### config.mk
export PLATFORM = sky130hd
export DESIGN_NAME = d2l_link_arbiter_flat
export DESIGN_NICKNAME = d
export VERILOG_FILES = /design/src/rtl/d2l_pkg.sv /design/src/rtl/d2l_link_arbiter_if.sv /design/src/rtl/d2l_rr_arbiter.sv /design/src/rtl/d2l_link_arbiter.sv /design/src/flat_wrapper.sv
export SDC_FILE = /design/constraint.sdc
export NUM_CORES = 1
export LEC_CHECK = 0
export ABC_AREA = 1
export BUFFER_PORTS_ARGS = -buffer_cell sky130_fd_sc_hd__clkbuf_2
export CORE_MARGIN = 2
export CORE_UTILIZATION = 45
export CTS_CLUSTER_DIAMETER = 30
export CTS_CLUSTER_SIZE = 24
export DETAILED_ROUTE_END_ITERATION = 16
export PLACE_DENSITY = 0.79
export SLEW_MARGIN = 20
export SYNTH_ARGS = -nofsm -noshare
export SYNTH_HDL_FRONTEND = slang
export SYNTH_SLANG_ARGS = --single-unit
### constraint.sdc
create_clock -name sclk -period 6 [get_ports sclk]
set_clock_uncertainty 0.2 [all_clocks]
set_input_delay 0 -clock sclk [delete_from_list [all_inputs] [get_ports sclk]]
set_output_delay 0 -clock sclk [all_outputs]
set_load 0.05 [all_outputs]
### src/rtl/d2l_pkg.sv
// Shared D2L definitions: FSM state encoding, line/pair ordering and the
// round-robin slot helper used by the link arbiter and the receive slave.
package d2l_pkg;

    localparam logic [2:0] D2L_ST_IDLE   = 3'd0;
    localparam logic [2:0] D2L_ST_SELECT = 3'd1;
    localparam logic [2:0] D2L_ST_SHIFT  = 3'd2;
    localparam logic [2:0] D2L_ST_TAIL   = 3'd3;
    localparam logic [2:0] D2L_ST_GAP    = 3'd4;

    typedef enum logic [2:0] {
        ST_IDLE   = D2L_ST_IDLE,
        ST_SELECT = D2L_ST_SELECT,
        ST_SHIFT  = D2L_ST_SHIFT,
        ST_TAIL   = D2L_ST_TAIL,
        ST_GAP    = D2L_ST_GAP
    } d2l_state_e;

    // Each pair is sent MSB-first; line 1 carries the higher bit of the pair.
    localparam int D2L_LINE1_BIT = 1;
    localparam int D2L_LINE0_BIT = 0;

    function automatic int d2l_rr_slot(input int base, input int k, input int n);
        return (base + k) % n;
    endfunction

endpackage

### src/rtl/d2l_link_arbiter_if.sv
// Requester/link bundle of the D2L link arbiter; master = arbiter side,
// slave = producers plus the D2L receive pins.
interface d2l_link_arbiter_if #(
    parameter int DATA_WIDTH = 64,
    parameter int NUM_REQ    = 4
);
    // Handshake: req[i] is a level request; data_in slice i must be stable
    // while req[i] is high. grant[i] is a one-cycle pulse meaning the word
    // was latched, after which the producer may change data or drop req[i].
    // done[i] pulses once when that frame has fully left the link.
    logic [NUM_REQ-1:0]            req;
    logic [NUM_REQ*DATA_WIDTH-1:0] data_in;
    logic [NUM_REQ-1:0]            grant;
    logic [NUM_REQ-1:0]            done;
    logic                          busy;
    logic                          OutLine0;
    logic                          OutLine1;
    logic                          CS;

    modport master (
        input  req, data_in,
        output grant, done, busy, OutLine0, OutLine1, CS
    );

    modport slave (
        output req, data_in,
        input  grant, done, busy, OutLine0, OutLine1, CS
    );

endinterface

### src/rtl/d2l_rr_arbiter.sv
// Combinational requester picker: round-robin from ptr by default,
// lowest-index fixed priority when D2L_ARB_FIXED_PRIO_EN is defined.
module d2l_rr_arbiter
    import d2l_pkg::*;
#(
    parameter int NUM_REQ = 4,
    localparam int IDX_W  = $clog2(NUM_REQ)
) (
    input  logic [NUM_REQ-1:0] req,
    input  logic [IDX_W-1:0]   ptr,
    output logic [NUM_REQ-1:0] win_onehot,
    output logic [IDX_W-1:0]   win_idx,
    output logic               win_valid
);

    // Loops run downward so the last hit, i.e. the first in search order, wins.
    always_comb begin
        win_valid = 1'b0;
        win_idx   = '0;
`ifdef D2L_ARB_FIXED_PRIO_EN
        for (int i = NUM_REQ - 1; i >= 0; i--) begin
            if (req[IDX_W'(i)]) begin
                win_valid = 1'b1;
                win_idx   = IDX_W'(i);
            end
        end
`else
        for (int k = NUM_REQ - 1; k >= 0; k--) begin
            if (req[IDX_W'(d2l_rr_slot(int'(ptr), k, NUM_REQ))]) begin
                win_valid = 1'b1;
                win_idx   = IDX_W'(d2l_rr_slot(int'(ptr), k, NUM_REQ));
            end
        end
`endif
    end

    assign win_onehot = win_valid ? (NUM_REQ'(1) << win_idx) : '0;

endmodule

### src/rtl/d2l_link_arbiter.sv
// D2L transmit controller: arbitrates NUM_REQ producers onto one two-wire link.
// Define D2L_ARB_FIXED_PRIO_EN for fixed lowest-index priority instead of round-robin.
module d2l_link_arbiter
    import d2l_pkg::*;
#(
    parameter int DATA_WIDTH = 64,
    parameter int NUM_REQ    = 4,
    parameter int GAP_CYCLES = 2
) (
    input  logic                sclk,
    input  logic                rstn,
    d2l_link_arbiter_if.master  bus,
    output d2l_state_e          dbg_state
);

    localparam int DC     = DATA_WIDTH / 2;
    localparam int IDX_W  = $clog2(NUM_REQ);
    localparam int CNT_W  = $clog2(DC + 1);
    localparam int GCNT_W = $clog2(GAP_CYCLES + 1);

    d2l_state_e              state;
    logic [DATA_WIDTH-1:0]   shreg;
    logic [CNT_W-1:0]        cnt;
    logic [GCNT_W-1:0]       gcnt;
    logic [IDX_W-1:0]        cur;
    logic [IDX_W-1:0]        ptr;
    logic [NUM_REQ-1:0]      grant_q;
    logic [NUM_REQ-1:0]      done_q;
    logic                    busy_q;
    logic                    line0_q;
    logic                    line1_q;
    logic                    cs_q;

    logic [NUM_REQ-1:0]      win_onehot;
    logic [IDX_W-1:0]        win_idx;
    logic                    win_valid;
    logic [1:0]              head_pair;

    d2l_rr_arbiter #(.NUM_REQ(NUM_REQ)) u_arb (
        .req        (bus.req),
        .ptr        (ptr),
        .win_onehot (win_onehot),
        .win_idx    (win_idx),
        .win_valid  (win_valid)
    );

    assign head_pair = shreg[DATA_WIDTH-1 -: 2];

    always_ff @(posedge sclk or negedge rstn) begin
        if (!rstn) begin
            state   <= ST_IDLE;
            shreg   <= '0;
            cnt     <= '0;
            gcnt    <= '0;
            cur     <= '0;
            ptr     <= '0;
            grant_q <= '0;
            done_q  <= '0;
            busy_q  <= 1'b0;
            line0_q <= 1'b0;
            line1_q <= 1'b0;
            cs_q    <= 1'b1;
        end else begin
            grant_q <= '0;
            done_q  <= '0;
            case (state)
                ST_IDLE: begin
                    if (win_valid) begin
                        shreg   <= bus.data_in[int'(win_idx)*DATA_WIDTH +: DATA_WIDTH];
                        cur     <= win_idx;
                        ptr     <= (int'(win_idx) == NUM_REQ - 1) ? '0 : win_idx + 1'b1;
                        grant_q <= win_onehot;
                        cs_q    <= 1'b0;
                        busy_q  <= 1'b1;
                        state   <= ST_SELECT;
                    end
                end
                ST_SELECT: begin
                    line1_q <= head_pair[D2L_LINE1_BIT];
                    line0_q <= head_pair[D2L_LINE0_BIT];
                    shreg   <= shreg << 2;
                    cnt     <= CNT_W'(1);
                    state   <= ST_SHIFT;
                end
                ST_SHIFT: begin
                    // cnt is the index of the pair being driven this edge.
                    if (cnt == CNT_W'(DC)) begin
                        line1_q <= 1'b0;
                        line0_q <= 1'b0;
                        state   <= ST_TAIL;
                    end else begin
                        line1_q <= head_pair[D2L_LINE1_BIT];
                        line0_q <= head_pair[D2L_LINE0_BIT];
                        shreg   <= shreg << 2;
                        cnt     <= cnt + 1'b1;
                    end
                end
                ST_TAIL: begin
                    cs_q   <= 1'b1;
                    done_q <= NUM_REQ'(1) << cur;
                    gcnt   <= GCNT_W'(GAP_CYCLES - 1);
                    state  <= ST_GAP;
                end
                ST_GAP: begin
                    if (gcnt == '0) begin
                        busy_q <= 1'b0;
                        state  <= ST_IDLE;
                    end else begin
                        gcnt <= gcnt - 1'b1;
                    end
                end
                default: state <= ST_IDLE;
            endcase
        end
    end

    assign bus.grant    = grant_q;
    assign bus.done     = done_q;
    assign bus.busy     = busy_q;
    assign bus.OutLine0 = line0_q;
    assign bus.OutLine1 = line1_q;
    assign bus.CS       = cs_q;
    assign dbg_state    = state;

endmodule

### src/flat_wrapper.sv
// flat-port wrapper written by rule: the top's interface ports become plain ports
module d2l_link_arbiter_flat import d2l_pkg::*;
#(
    parameter int DATA_WIDTH = 64,
    parameter int NUM_REQ    = 4,
    parameter int GAP_CYCLES = 2
)
  (sclk, rstn, dbg_state, bus_req, bus_data_in, bus_grant, bus_done, bus_busy, bus_OutLine0, bus_OutLine1, bus_CS);
  d2l_link_arbiter_if #(.DATA_WIDTH(DATA_WIDTH), .NUM_REQ(NUM_REQ)) bus_i ();
  input  logic sclk;
  input  logic rstn;
  output d2l_state_e dbg_state;
  input wire logic [$bits(bus_i.req)-1:0] bus_req;
  input wire logic [$bits(bus_i.data_in)-1:0] bus_data_in;
  output wire logic [$bits(bus_i.grant)-1:0] bus_grant;
  output wire logic [$bits(bus_i.done)-1:0] bus_done;
  output wire logic [$bits(bus_i.busy)-1:0] bus_busy;
  output wire logic [$bits(bus_i.OutLine0)-1:0] bus_OutLine0;
  output wire logic [$bits(bus_i.OutLine1)-1:0] bus_OutLine1;
  output wire logic [$bits(bus_i.CS)-1:0] bus_CS;
  assign bus_i.req = bus_req;
  assign bus_i.data_in = bus_data_in;
  assign bus_grant = bus_i.grant;
  assign bus_done = bus_i.done;
  assign bus_busy = bus_i.busy;
  assign bus_OutLine0 = bus_i.OutLine0;
  assign bus_OutLine1 = bus_i.OutLine1;
  assign bus_CS = bus_i.CS;
  d2l_link_arbiter #(.DATA_WIDTH(DATA_WIDTH), .NUM_REQ(NUM_REQ), .GAP_CYCLES(GAP_CYCLES)) u_core (.sclk(sclk), .rstn(rstn), .bus(bus_i), .dbg_state(dbg_state));
endmodule
==> flow_summary.toml <==
[run_status]
status = "complete, no violations"

[critical_path]
path_cells = "inv_2 -> nand2_1 -> nand3_1 -> nand2_1 -> inv_1 -> nor2_1 -> nor2_1 -> nand2_4 -> nand2_4 -> buf_4 -> nand2_1 -> nand3_1 -> dlygate4sd3_1 -> nand3_1 -> dlygate4sd3_1 -> nand2_1 -> nand2_1"
crit_path_frequent_cell = "nand2_1"
crit_type = "reg -> reg"
ff2ff_path_depth = 17
crit_family = "simple AND/OR/NAND/NOR gates"
critPathBufInv = 5
cp-endpoint = "u_core.shreg[58]$_DFFE_PN0P_"
r2r_start = "u_core.ptr[0]$_DFFE_PN0P_"
cp.arrival_ps = 4910
path_max_fanout = 99
slowest_delay_ps = 860
required_ps = 6050
rr_endpoint = "u_core.shreg[58]$_DFFE_PN0P_"
path_depth = 17
regToRegSetupSlack_ps = 1130
endpoint_kind = "flop"
cp_slowest_cell = "nand2_4"
worstSetupStartpoint = "u_core.ptr[0]$_DFFE_PN0P_"
startpoint_type = "flop"

[drt]
antenna_left = 0
dr_total_vias = 9641
drtPass1Iterations = 6
routed_via_density = 4.91
drt_iter0_markers = 661
drc = 0
wl_per_cell_microns = 12.5
totalWireLength_microns = 24600

[timing]
fin_hold_ws_ps = 255
period_minus_slack_ps = 4870
drv_slew = 0
finalSetupViolCount = 0
rsz0062_at_grt = "no"
finalCritPeriodShare_pct = 81.1
tns_ps = 0
hold_viol_final = 0
max_slew_margin_pct = 33.4
fmax_ghz = 0.206
worstMarginPinSlew_ps = 998

[die]
start_util_pct = 45.6
die_w_microns = 133
die_y_microns = 133
die_area_sq_mm = 0.0177
io_pins = 277
coreArea_sq_mm = 0.0164
row_count = 47

[clock_network]
clockBufferDepth = 2
cts_root_buf = "clkbuf_16"
htree_num_levels = 3
ctsResizeCount = 0
clk_pin_slew_ps = 80
cts_sinks = 91
cts_tree = "yes"
cts_hold_buf = 195
cts_setup_buffers = 0
clock_latency_ps = 350
cts-buffers-inserted = 9

[logic_synthesis]
syn_area_per_cell_sq_um = 5.64
yosysTopAreaCell = "dfrtp_1"
ys_async_sr_fraction_pct = 100
ys.flop_type = "dfrtp_1"
synth.most_common_cell = "nand2_1"
ys_ff_latch = 91
yosysUniqueCellTypes = 21
synthTopCellsByCount = "365 x nand2_1, 329 x nand3_1, 279 x inv_1"
synth_edf_count = 0
netlist_area_sq_mm = 0.00748
yosysSeqAreaShare_pct = 30.5
yosysTopAreaCellShare_pct = 30.1
synth_area_leaders = "dfrtp_1 30%, nand3_1 22%, nand2_1 18%, inv_1 14%, nor2_1 7.2%"
syn_inst = 1326
synth_nets = 1592
yosys_warnings = 0

[place]
postPlaceCellArea_sq_mm = 0.00887
post-place-cells = 1750
gp_congestion = 0.816
dp_hpwl_microns = 14400
io_buffer_count = 276

[power_and_ir_drop]
ir_drop_mv = 0.501
leakage_nw = 6.62
power_density_mw_per_mm2 = 702

[min_path]
hp-class = "in -> reg"

[global_route]
grt_pass1_vias = 9254
antenna_found_initial = 1
grt_pass1_wl_microns = 40900
grt_max_degree = 100
gr-total-overflow = 0
track_usage_pct = 27.7

[job]
cap_viol_max_count = 0

[layout]
final_cell_area_sq_mm = 0.0111
instances_no_fill = 1962
final_layout_size_suffix_gt1_share_pct = 17.8
multiInputGateArea_sq_mm = 0.00380
fillers = 1353
fin_nets = 2002
regArea_sq_mm = 0.00228
syn2layout_area_growth_pct = 49.0
-- metal layers --
metal	global-route usage [%]	routed length, microns	vias to the layer above
li1	-	-	4821
met3	4.14	1550	92
met4	12.3	994	0
met1	33.2	9890	4295
met5	0	0	-
met2	49.2	12100	433
-- state kept, by name (all words and copies together) (netlist names), 2 cells and up --
register	flops
u_core.bus.done	4
u_core.bus.grant	4
u_core.cnt	6
u_core.cur	2
u_core.dbg_state	3
u_core.gcnt	2
u_core.ptr	2
u_core.shreg	64
-- tightest hold or removal path: stages --
cell      delay (ps)
clkbuf_2         100
nand2_1           50
nand2_1           90
nand2_1           60
nand2_1           80
nor2_1            50
nand4_1          140
nand3_1          100
nor2_1            90
-- power breakdown --
part	internal [mW]	leakage [nW]	switching (mW)
logic	2.68	5.36	3.41
registers	0.947	1.11	0.178
clock network	0.344	0.156	0.264
-- final cells by class --
| cell class | count | area share [%] |
|---|---|---|
| multi-input combinational | 872 | 34.2 |
| timing repair buffer | 479 | 30.5 |
| sequential | 91 | 20.5 |
| inverter | 283 | 9.58 |
| tap | 220 | 2.47 |
| clock buffer | 10 | 2.15 |
| clock inverter | 6 | 0.685 |
| antenna | 1 | 0.0225 |
-- placed cells by master, fill, tap and decap left out, types with 2 or more instances in the layout --
cell           instances
o21ai_0                8
dfrtp_1               90
inv_2                  2
clkbuf_16              9
nand2_1              364
buf_4                  9
clkbuf_2             275
ha_1                   4
inv_1                279
a21oi_1                6
nor3_1                 7
nor2_1               144
a22o_1                 2
inv_6                  4
inv_4                  2
nand3_1              329
dlygate4sd3_1        195
nand2_4                3
-- cell families after synthesis --
| group | synth area share, % |
|---|---|
| and+or+nand+nor | 48.4 |
| buffers and inverters | 19.0 |
| DFF | 30.5 |
| AOI/OAI and AO/OA | 1.49 |
| adders and majority gates | 0.669 |
-- per-stage QoR --
step                      setup slack [ps]  utilization (%)  total power [mW]
after detailed placement              2260             54.1              5.59
final                                 1130             67.9              7.82
after CTS                             1200             67.9              7.66
after global routing                   643             67.9              8.61
after global placement                2450             54.0              5.48
after floorplan                       3730                -              4.78
-- how the worst min path moves through the flow --
stage,start,end,cells past startpoint
final,bus_req[0],u_core.dbg_state[0]$_DFFE_PN0P_,9
after global routing,u_core.cur[0]$_DFFE_PN0P_,u_core.bus.done[0]$_DFF_PN0_,1
after CTS,bus_req[1],u_core.dbg_state[0]$_DFFE_PN0P_,9
after detailed placement,rstn,u_core.shreg[4]$_DFFE_PN0P_,1
after global placement,rstn,u_core.shreg[4]$_DFFE_PN0P_,1
after floorplan,rstn,u_core.bus.OutLine0$_DFFE_PN0N_,0
Note: power is estimated with default switching activity, not from simulation.
